**src/rtl/calc_pkg.sv**
```systemverilog
// calc_pkg: shared state codes, opcodes and operand width for the calculator core
package calc_pkg;
    localparam int CALC_N_BITS = 4;
    typedef enum logic [2:0] {
        S_LOAD_A  = 3'd0,
        S_LOAD_B  = 3'd1,
        S_LOAD_OP = 3'd2,
        S_EXEC    = 3'd3,
        S_SHOW    = 3'd4
    } calc_state_t;
    localparam logic [1:0] OP_ADD = 2'b00;
    localparam logic [1:0] OP_SUB = 2'b01;
    localparam logic [1:0] OP_MUL = 2'b10;
    localparam logic [1:0] OP_DIV = 2'b11;
endpackage

```
**src/rtl/calc_fsm_core_if.sv**
```systemverilog
// calc_fsm_core_if: switch/button entry and display/LED status bundle of the calculator core
interface calc_fsm_core_if #(parameter int N_BITS = calc_pkg::CALC_N_BITS);
    logic [N_BITS-1:0]   sw_in;
    logic                enter;
    logic [2*N_BITS-1:0] result;
    logic [N_BITS-1:0]   rem;
    logic                neg;
    logic                err;
    logic                busy;
    logic                done;
    logic [2:0]          state;
    modport master (output sw_in, enter, input result, rem, neg, err, busy, done, state);
    modport slave (input sw_in, enter, output result, rem, neg, err, busy, done, state);
endinterface

```
**src/rtl/calc_iter_unit.sv**
```systemverilog
// calc_iter_unit: iterative shift-add multiplier / restoring divider, one bit per cycle
module calc_iter_unit import calc_pkg::*; #(parameter int N_BITS = CALC_N_BITS) (
    input  logic                clk,
    input  logic                reset,
    input  logic                start,
    input  logic                is_div,
    input  logic [N_BITS-1:0]   a,
    input  logic [N_BITS-1:0]   b,
    output logic                valid,
    output logic [2*N_BITS-1:0] prod_quot,
    output logic [N_BITS-1:0]   rem
);
    localparam int CW = $clog2(N_BITS);
    logic                run, div;
    logic [CW-1:0]       cnt;
    logic [2*N_BITS-1:0] acc, mc, acc_n;
    logic [N_BITS-1:0]   mp, dvs, pr, q, pr_n, q_n;
    logic [N_BITS:0]     sh, diff;
    // valid and the final step values are combinational so the caller can latch them on the last iteration edge
    always_comb begin
        acc_n     = acc + (mp[0] ? mc : '0);
        sh        = {pr, q[N_BITS-1]};
        diff      = sh - {1'b0, dvs};
        pr_n      = diff[N_BITS] ? sh[N_BITS-1:0] : diff[N_BITS-1:0];
        q_n       = {q[N_BITS-2:0], ~diff[N_BITS]};
        valid     = run && cnt == CW'(N_BITS - 1);
        prod_quot = div ? {{N_BITS{1'b0}}, q_n} : acc_n;
        rem       = div ? pr_n : '0;
    end
    always_ff @(posedge clk)
        if (reset) begin
            run <= 1'b0;
            div <= 1'b0;
            cnt <= '0;
            acc <= '0;
            mc  <= '0;
            mp  <= '0;
            dvs <= '0;
            pr  <= '0;
            q   <= '0;
        end else if (start) begin
            run <= 1'b1;
            div <= is_div;
            cnt <= '0;
            acc <= '0;
            mc  <= {{N_BITS{1'b0}}, a};
            mp  <= b;
            dvs <= b;
            pr  <= '0;
            q   <= a;
        end else if (run) begin
            run <= !valid;
            cnt <= cnt + 1'b1;
            acc <= acc_n;
            mc  <= mc << 1;
            mp  <= mp >> 1;
            pr  <= pr_n;
            q   <= q_n;
        end
endmodule

```
**src/rtl/calc_fsm_core.sv**
```systemverilog
// calc_fsm_core: operand/operator entry FSM with add/sub and iterative mul/div execution
module calc_fsm_core import calc_pkg::*; #(parameter int N_BITS = CALC_N_BITS) (
    input logic            clk,
    input logic            reset,
    calc_fsm_core_if.slave bus
);
    localparam int W = 2 * N_BITS;
    calc_state_t       state;
    logic              enter_q, enter_edge, start, iter, iu_valid, neg, err, busy, done;
    logic [N_BITS-1:0] a, b, rem, iu_rem;
    logic [1:0]        op;
    logic [W-1:0]      result, echo, alu, aw, bw, iu_pq;
    always_comb begin
        enter_edge = bus.enter & ~enter_q;
        echo       = {{N_BITS{1'b0}}, bus.sw_in};
        aw         = {{N_BITS{1'b0}}, a};
        bw         = {{N_BITS{1'b0}}, b};
        alu        = op == OP_ADD ? aw + bw : op == OP_SUB ? (a < b ? bw - aw : aw - bw) : '0;
        iter       = op == OP_MUL || (op == OP_DIV && b != '0);
        // launch on the LOAD_OP edge so EXEC spends exactly N_BITS cycles iterating
        start      = state == S_LOAD_OP && enter_edge
                     && (bus.sw_in[1:0] == OP_MUL || (bus.sw_in[1:0] == OP_DIV && b != '0));
    end
    calc_iter_unit #(.N_BITS(N_BITS)) u_iter (
        .clk       (clk),
        .reset     (reset),
        .start     (start),
        .is_div    (bus.sw_in[0]),
        .a         (a),
        .b         (b),
        .valid     (iu_valid),
        .prod_quot (iu_pq),
        .rem       (iu_rem)
    );
    always_ff @(posedge clk)
        if (reset) begin
            state   <= S_LOAD_A;
            enter_q <= 1'b0;
            a       <= '0;
            b       <= '0;
            op      <= '0;
            result  <= '0;
            rem     <= '0;
            neg     <= 1'b0;
            err     <= 1'b0;
            busy    <= 1'b0;
            done    <= 1'b0;
        end else begin
            enter_q <= bus.enter;
            case (state)
                S_LOAD_A, S_LOAD_B, S_LOAD_OP: begin
                    result <= echo;
                    if (enter_edge) begin
                        if (state == S_LOAD_A) a <= bus.sw_in;
                        if (state == S_LOAD_B) b <= bus.sw_in;
                        if (state == S_LOAD_OP) op <= bus.sw_in[1:0];
                        busy  <= state == S_LOAD_OP;
                        state <= state == S_LOAD_A ? S_LOAD_B : state == S_LOAD_B ? S_LOAD_OP : S_EXEC;
                    end
                end
                S_EXEC: if (!iter || iu_valid) begin
                    result <= iter ? iu_pq : alu;
                    rem    <= iter ? iu_rem : '0;
                    neg    <= op == OP_SUB && a < b;
                    err    <= op == OP_DIV && b == '0;
                    busy   <= 1'b0;
                    done   <= 1'b1;
                    state  <= S_SHOW;
                end
                S_SHOW: if (enter_edge) begin
                    a      <= '0;
                    b      <= '0;
                    op     <= '0;
                    rem    <= '0;
                    neg    <= 1'b0;
                    err    <= 1'b0;
                    result <= echo;
                    done   <= 1'b0;
                    state  <= S_LOAD_A;
                end
                default: state <= S_LOAD_A;
            endcase
        end
    assign bus.result = result;
    assign bus.rem    = rem;
    assign bus.neg    = neg;
    assign bus.err    = err;
    assign bus.busy   = busy;
    assign bus.done   = done;
    assign bus.state  = state;
endmodule

```
**src/flat_wrapper.sv**
```systemverilog
// flat-port wrapper written by rule: the top's interface ports become plain ports
module calc_fsm_core_flat import calc_pkg::*;
#(parameter int N_BITS = CALC_N_BITS)
  (clk, reset, bus_sw_in, bus_enter, bus_result, bus_rem, bus_neg, bus_err, bus_busy, bus_done, bus_state);
  calc_fsm_core_if #(.N_BITS(N_BITS)) bus_i ();
  input logic clk;
  input logic reset;
  input wire logic [$bits(bus_i.sw_in)-1:0] bus_sw_in;
  input wire logic [$bits(bus_i.enter)-1:0] bus_enter;
  output wire logic [$bits(bus_i.result)-1:0] bus_result;
  output wire logic [$bits(bus_i.rem)-1:0] bus_rem;
  output wire logic [$bits(bus_i.neg)-1:0] bus_neg;
  output wire logic [$bits(bus_i.err)-1:0] bus_err;
  output wire logic [$bits(bus_i.busy)-1:0] bus_busy;
  output wire logic [$bits(bus_i.done)-1:0] bus_done;
  output wire logic [$bits(bus_i.state)-1:0] bus_state;
  assign bus_i.sw_in = bus_sw_in;
  assign bus_i.enter = bus_enter;
  assign bus_result = bus_i.result;
  assign bus_rem = bus_i.rem;
  assign bus_neg = bus_i.neg;
  assign bus_err = bus_i.err;
  assign bus_busy = bus_i.busy;
  assign bus_done = bus_i.done;
  assign bus_state = bus_i.state;
  calc_fsm_core #(.N_BITS(N_BITS)) u_core (.clk(clk), .reset(reset), .bus(bus_i));
endmodule
```
**config.mk**
```make
export PLATFORM = sky130hd
export DESIGN_NAME = calc_fsm_core_flat
export DESIGN_NICKNAME = d
export VERILOG_FILES = /design/src/rtl/calc_pkg.sv /design/src/rtl/calc_fsm_core_if.sv /design/src/rtl/calc_iter_unit.sv /design/src/rtl/calc_fsm_core.sv /design/src/flat_wrapper.sv
export SDC_FILE = /design/constraint.sdc
export NUM_CORES = 1
export LEC_CHECK = 0
export CAP_MARGIN = 10
export CORE_ASPECT_RATIO = 1.75
export CORE_MARGIN = 2
export CORE_UTILIZATION = 59
export DETAILED_ROUTE_END_ITERATION = 8
export PLACE_DENSITY = 0.82
export SYNTH_ARGS = -nofsm -noshare
export SYNTH_HDL_FRONTEND = slang
export SYNTH_SLANG_ARGS = --single-unit
export TNS_END_PERCENT = 20
```
**constraint.sdc**
```tcl
create_clock -name clk -period 3.07 [get_ports clk]
set_clock_uncertainty 0.1 [all_clocks]
set_input_delay 0.614 -clock clk [delete_from_list [all_inputs] [get_ports clk]]
set_output_delay 0.614 -clock clk [all_outputs]
set_load 0.05 [all_outputs]
```
### Word-level counts from Yosys, hierarchy flattened

Cells that the tools add are included.

* bits in registers: 66
* bits of input ports: 7
* output and inout bits: 19
* logic and storage cells: 126

* add/subtract/negate cells: 6
* $lt $le $gt $ge: 1
* equal/unequal tests: 16
* muxes and demuxes: 49
* bitwise gates (word level): 3
* reductions and logical operators: 30

Operators with widths (count)
* 2-to-1 mux 8 bit: 8
* 2-to-1 mux 4 bit: 15
* one-hot mux 4 bit (2 select lines): 3
* one-hot mux 8 bit (3 select lines): 1
* 2-to-1 mux 3 bit: 4
* inequality test 2 x 1 -> 1 bit, second input constant: 6
* AND reduction 3 bit: 4
* AND reduction 4 bit: 3
* equality test 2 bit, second input constant: 5
* subtractor 4 x 4 -> 5 bit: 2
* 2-to-1 mux 1 bit: 9
* one-hot mux 3 bit (3 select lines): 1
* adder 8 bit: 1
* one-hot mux 1 bit (2 select lines): 4
* nonzero test 2 bit: 4
* logical AND 1 bit: 7
* equality test 3 x 2 -> 1 bit, second input constant: 2
* 2-to-1 mux 2 bit: 3
* adder 4 x 4 -> 5 bit: 1
* subtractor 5 x 4 -> 5 bit: 1
* logical NOT 4 bit: 1
* less-than comparator 4 bit: 1
* one-hot mux 2 bit (2 select lines): 1
* nonzero test 4 bit: 1
* other kinds (13): 17

### Logic depth before layout (Yosys ltp)

* word-level depth: 7
* gate-level depth with buffers: 11
* mapped depth without buffers: 11

### Hierarchy

A second synthesis with hierarchy kept.

* cells, all modules: 509
* area total of the unflattened synthesis: 4212.8 µm²

By module, submodules not included
* calc_iter_unit: instances 1, cells each 261, area each 2217.1 µm², sequential area each 720.7 µm²
* calc_fsm_core: instances 1, cells each 248, area each 1995.7 µm², sequential area each 600.6 µm²

### Worst setup path before layout

No wires, ideal clock.

* path type: reg-to-reg
* start point: reg u_core.b[1]
* end point: reg u_core.result[2] (netlist: u_core.bus.result[2])
* setup time: 0.117 ns
* arrival: 2.214 ns
* required time: 2.853 ns
* setup slack: 0.639 ns
* stages on the path, launching flop included: 10
* path buffers: 0
* clock period less this slack: 2.431 ns
* cell sequence: dfxtp_1 inv_1 ha_1 nor2b_1 o31a_1 nor2_1 mux2i_1 mux2_2 nor2_1 o21ai_1

* longest elaborated chain between the ends: 7
* elaborated cells between the ends (all ways): 17
* classes of those cells: add/sub: 3; order compare: 1; eq/ne: 1; mux: 6; reduce/logical: 6

RTL lines
* start, declared: line calc_fsm_core.sv:10 `logic [N_BITS-1:0] a, b, rem, iu_rem;`
* start signal, assigned: line calc_fsm_core.sv:55 `if (state == S_LOAD_B) b <= bus.sw_in;`
* subtractor 4 x 4 -> 5 bit (tied with other cells): line calc_fsm_core.sv:18 `alu = op == OP_ADD ? aw + bw : op == OP_SUB ? (a < b ? bw - aw : aw - bw) : '0;`
* 2-to-1 mux 8 bit / logical AND 1 bit (equally long branches): line calc_fsm_core.sv:18, calc_fsm_core.sv:19
* 2-to-1 mux 8 bit / logical OR 1 bit (equally long branches): line calc_fsm_core.sv:18, calc_fsm_core.sv:19
* 2-to-1 mux 8 bit / logical NOT 1 bit (equally long branches): line calc_fsm_core.sv:18, calc_fsm_core.sv:61
* 2-to-1 mux 8 bit / logical OR 1 bit (equally long branches): line calc_fsm_core.sv:62, calc_fsm_core.sv:61
* 2-to-1 mux 8 bit / inequality test 2 x 1 -> 1 bit (equally long branches)
* one-hot mux 8 bit (3 select lines) / AND reduction 3 bit (equally long branches)
* end signal, assigned: line calc_fsm_core.sv:52 `result <= echo;`
* end signal, assigned: line calc_fsm_core.sv:62 `result <= iter ? iu_pq : alu;`
* end signal, assigned: line calc_fsm_core.sv:77 `result <= echo;`
* end, declared: line calc_fsm_core.sv:12 `logic [W-1:0] result, echo, alu, aw, bw, iu_pq;`

Several ways; a longest one is shown, not always the timed one. The select of a mux whose other input is x is not followed.
A chain may end at the register's enable or synchronous reset.

### Final worst setup path

* start point: reg u_core.state[2] (netlist: u_core.bus.state[2])
* end point: out bus_state[2]

RTL lines
* start, declared: line calc_fsm_core.sv:8 `calc_state_t state;`
* start signal, assigned: line calc_fsm_core.sv:58 `state <= state == S_LOAD_A ? S_LOAD_B : state == S_LOAD_B ? S_LOAD_OP : S_EXEC;`
* end, declared: line flat_wrapper.sv:16 `output wire logic [$bits(bus_i.state)-1:0] bus_state;`

No word-level cell between the ends.

==> impl_metrics.env <==
export IMPL_grt_start_max_net_pins=35
export IMPL_cts_repair_resize_count=0
export IMPL_first_iter_violations=331
export IMPL_postSynthAreaPerCell_um2=8.44
export IMPL_grtUsageTotal=0.269
export IMPL_cpMaxStageDelayCell="sky130_fd_sc_hd__clkdlybuf4s50_1"
export IMPL_htree_levels=3
export IMPL_die_h_um=110
export IMPL_clock_path_buffers=2
export IMPL_internal_power_mw=1.23
export IMPL_netlist_instances=446
export IMPL_placement_rows=38
export IMPL_fp_dieArea_mm2=0.00706
export IMPL_maxSlewHeadroom=0.491
export IMPL_switching_power_uw=454
export IMPL_tns_ns=0
export IMPL_critical_path_endpoint_type="primary output"
export IMPL_drc=0
export IMPL_critical_path_required_ns=2.36
export IMPL_synth_fp_nets=482
export IMPL_i_o_pin_count=26
export IMPL_rsz0062_at_grt="no"
export IMPL_status="finished clean"
export IMPL_place_ws_ns=0.378
export IMPL_dr_total_vias=3244
export IMPL_worst_hold_path_type="flop to flop"
export IMPL_final_max_slew_violation_count=0
export IMPL_element_type_at_the_critical_path_start="flop"
export IMPL_min_cycle_time_layout_ns=2.64
export IMPL_power_switching_share=0.269
export IMPL_worst_endpoint_arrival_ns=1.93
export IMPL_worstPathBufferInverterCount=1
export IMPL_synth_seq_cells=66
export IMPL_diodes=0
export IMPL_setup_viol=0
export IMPL_max_freq_ghz=0.378
export IMPL_ys_warnings_count=0
export IMPL_via_count_of_the_first_global_routing_pass=3088
export IMPL_core_region_area_mm2=0.00618
export IMPL_leakage_nw=1.64
export IMPL_comb_power_share=0.118
export IMPL_post_route_worst_setup_slack_ns=0.426
export IMPL_max_slew_worst_pin_slew_ns=0.758
export IMPL_number_of_buffers_added_by_the_clock_tree_synthesis_step=9
export IMPL_final_gp_congestion=1.04
export IMPL_ys_dominant_reg_cell="sky130_fd_sc_hd__dfxtp_1"
export IMPL_synth_edff_count=0
export IMPL_synth_cell_area_mm2=0.00376
export IMPL_post_route_period_util=0.861
export IMPL_min_from="u_core.bus.result[5]$_SDFFE_PP0P_"
export IMPL_clkSlewWorstSetupHoldPaths_ns=0.07
export IMPL_clock_sinks=66
export IMPL_final_cell_mix="66 x sky130_fd_sc_hd__dfxtp_1, 53 x sky130_fd_sc_hd__nor2_1, 45 x sky130_fd_sc_hd__a21oi_1"
export IMPL_max_cap_violations=0
export IMPL_clock_tree_from_tritoncts="built"
export IMPL_starting_density_of_the_core=0.609
export IMPL_cp_cell_sequence="clkdlybuf4s50_1"
export IMPL_insertion_delay_ns=0.35
export IMPL_path_delay_family="buffers and inverters"
export IMPL_share_of_final_layout_standard_cells_stronger_than_drive_strength_1=0.0681
export IMPL_layout_cells_most_common="sky130_fd_sc_hd__dfxtp_1"
export IMPL_clock_power_share=0.355
export IMPL_postRouteWirelength_um=8830
export IMPL_clock_root_buffer="sky130_fd_sc_hd__clkbuf_8"
export IMPL_crit_path_start="u_core.bus.state[2]$_SDFFE_PP0P_"
export IMPL_fillerInstances=512
export IMPL_wire_per_inst_um=16.0
export IMPL_crit_type="flop to primary output"
export IMPL_globalRouteOverflowTotal=0
export IMPL_crit_reg2reg_launch="u_core.u_iter.mp[0]$_SDFFE_PP0P_"
export IMPL_ys_async_sr_fraction=0
export IMPL_grt_pass1_wl_um=14500
export IMPL_vdd_drop_max_v=0.000275
export IMPL_seq_power_share=0.527
export IMPL_worst_path_largest_cell_delay_ns=0.91
export IMPL_ant_nets=0
export IMPL_drt_pass1_iterations=5
export IMPL_post_cts_repair_setup_buffers=0
export IMPL_critPathMaxFanout=17
export IMPL_hold_viol_final=0
export IMPL_dp_hpwl_um=6670
export IMPL_ys_types=54
export IMPL_power_density_cell_area_mw_per_mm2=399
export IMPL_growth_of_design_area_from_synthesis_to_finish_pct=12.2
export IMPL_antenna_violations_before_repair=0
export IMPL_chipWidth_um=64.4
export IMPL_avgViaCountPerCell=5.90
export IMPL_port_buffers=25
export IMPL_holdBufCountCts=0
export IMPL_design_final_nets=502
export IMPL_synth_seq_area_share=0.351
flip-flops by register name, summed over array words and instances, names as in the netlist:
register and count:
u_core.u_iter.q 4, u_core.bus.done 1, u_core.u_iter.run 1, u_core.u_iter.mp 4, u_core.b 4, u_core.u_iter.dvs 4
u_core.u_iter.pr 4, u_core.bus.err 1, u_core.bus.busy 1, u_core.op 2, u_core.u_iter.acc 8, u_core.u_iter.div 1
u_core.enter_q 1, u_core.a 4, u_core.u_iter.mc 8, u_core.bus.neg 1, u_core.bus.rem 4, u_core.bus.result 8
u_core.u_iter.cnt 2, u_core.bus.state 3
routing by layer:
| layer | routed length [um] | share of wire | track usage | vias to the layer above |
|---|---|---|---|---|
| met1 | 3290 | 0.37 | 0.282 | 1547 |
| met2 | 4700 | 0.53 | 0.484 | 86 |
| met5 | 0 | 0 | 0 | - |
| li1 | - | - | - | 1577 |
| met4 | 488 | 0.055 | 0.153 | 0 |
| met3 | 350 | 0.040 | 0.0645 | 34 |
through the flow:
step	instance area, um^2	power [mW]	utilization	instances	hold slack [ns]
detailed placement	4070	1.11	0.659	535	0.351
global route	4220	1.74	0.683	550	0.382
floorplan	3760	1.05	-	446	0.336
global placement	4070	1.10	0.659	535	0.339
CTS	4220	1.70	0.683	550	0.360
finish	4220	1.69	0.683	550	0.353
worst reg2reg max path, stage by stage, from the launching register on:
cell,delay (ns)
sky130_fd_sc_hd__dfxtp_1,0.51
sky130_fd_sc_hd__nand2_1,0.16
sky130_fd_sc_hd__inv_1,0.09
sky130_fd_sc_hd__ha_1,0.22
sky130_fd_sc_hd__a21o_1,0.20
sky130_fd_sc_hd__a21oi_1,0.20
sky130_fd_sc_hd__xnor2_1,0.12
sky130_fd_sc_hd__nor2b_1,0.14
sky130_fd_sc_hd__a2111oi_0,0.44
sky130_fd_sc_hd__a2bb2oi_1,0.24
sky130_fd_sc_hd__a211oi_1,0.06
cell usage after synthesis (all sizes together), types with 2 or more instances:
master | number | share of area
a2111oi | 2 | 0.0047
a211oi | 5 | 0.010
a21o | 10 | 0.020
a21oi | 46 | 0.062
a22oi | 3 | 0.0060
a2bb2oi | 2 | 0.0047
and2 | 7 | 0.012
buf | 8 | 0.010
clkbuf | 15 | 0.015
dfxtp | 66 | 0.35
fa | 5 | 0.027
ha | 24 | 0.080
inv | 24 | 0.024
mux2 | 6 | 0.018
mux2i | 28 | 0.074
nand2 | 43 | 0.043
nand2b | 5 | 0.0083
nand3b | 3 | 0.0060
nand4 | 2 | 0.0033
nor2 | 53 | 0.053
nor2b | 13 | 0.022
nor3 | 7 | 0.0093
nor3b | 3 | 0.0073
nor4 | 2 | 0.0073
o21a | 2 | 0.0040
o21ai | 21 | 0.028
o22ai | 2 | 0.0033
o2bb2ai | 4 | 0.0093
o31a | 2 | 0.0047
or3 | 3 | 0.0063
or4 | 2 | 0.0040
xnor2 | 10 | 0.023
xor2 | 3 | 0.0070
power by group through the flow:
| stage | Sequential, mW | Clock, mW | Combinational [mW] |
|---|---|---|---|
| 3_3_place_gp | 0.908 | 0 | 0.192 |
| 2_1_floorplan | 0.922 | 0 | 0.125 |
| 3_5_place_dp | 0.908 | 0 | 0.197 |
| 6_report | 0.889 | 0.599 | 0.199 |
| 4_1_cts | 0.889 | 0.610 | 0.198 |
| 5_1_grt | 0.891 | 0.639 | 0.215 |
final cells by class:
class,count,area [um^2],share of cell area
multi-input cells,333,2260,0.535
clock inverters,4,20.0,0.00474
repair buffers,32,303,0.0717
clock buffers,11,131,0.0311
flip-flops and latches,66,1320,0.313
well taps,80,100,0.0237
inverters,24,90.1,0.0213
final timing paths:
kind | endpoint | slack (ns) | cells past startpoint
worst min-delay path | u_core.bus.result[5]$_SDFFE_PP0P_ | 0.35 | 2
worst min register to register | u_core.bus.result[5]$_SDFFE_PP0P_ | 0.35 | 2
worst max register to register | u_core.bus.result[3]$_SDFFE_PP0P_ | 0.47 | 10
worst max-delay path | bus_state[2] | 0.43 | 1
cells by family after synthesis:
| kind of cell | synth area share |
|---|---|
| AO/OA/AOI/OAI | 0.176 |
| XOR/XNOR | 0.0303 |
| buffers and inverters | 0.0489 |
| flip-flops | 0.351 |
| AND/OR/NAND/NOR | 0.195 |
| adder cells (fa/ha/maj) | 0.106 |
| multiplexers | 0.0924 |
Note: power is estimated with default switching activity, not from simulation.
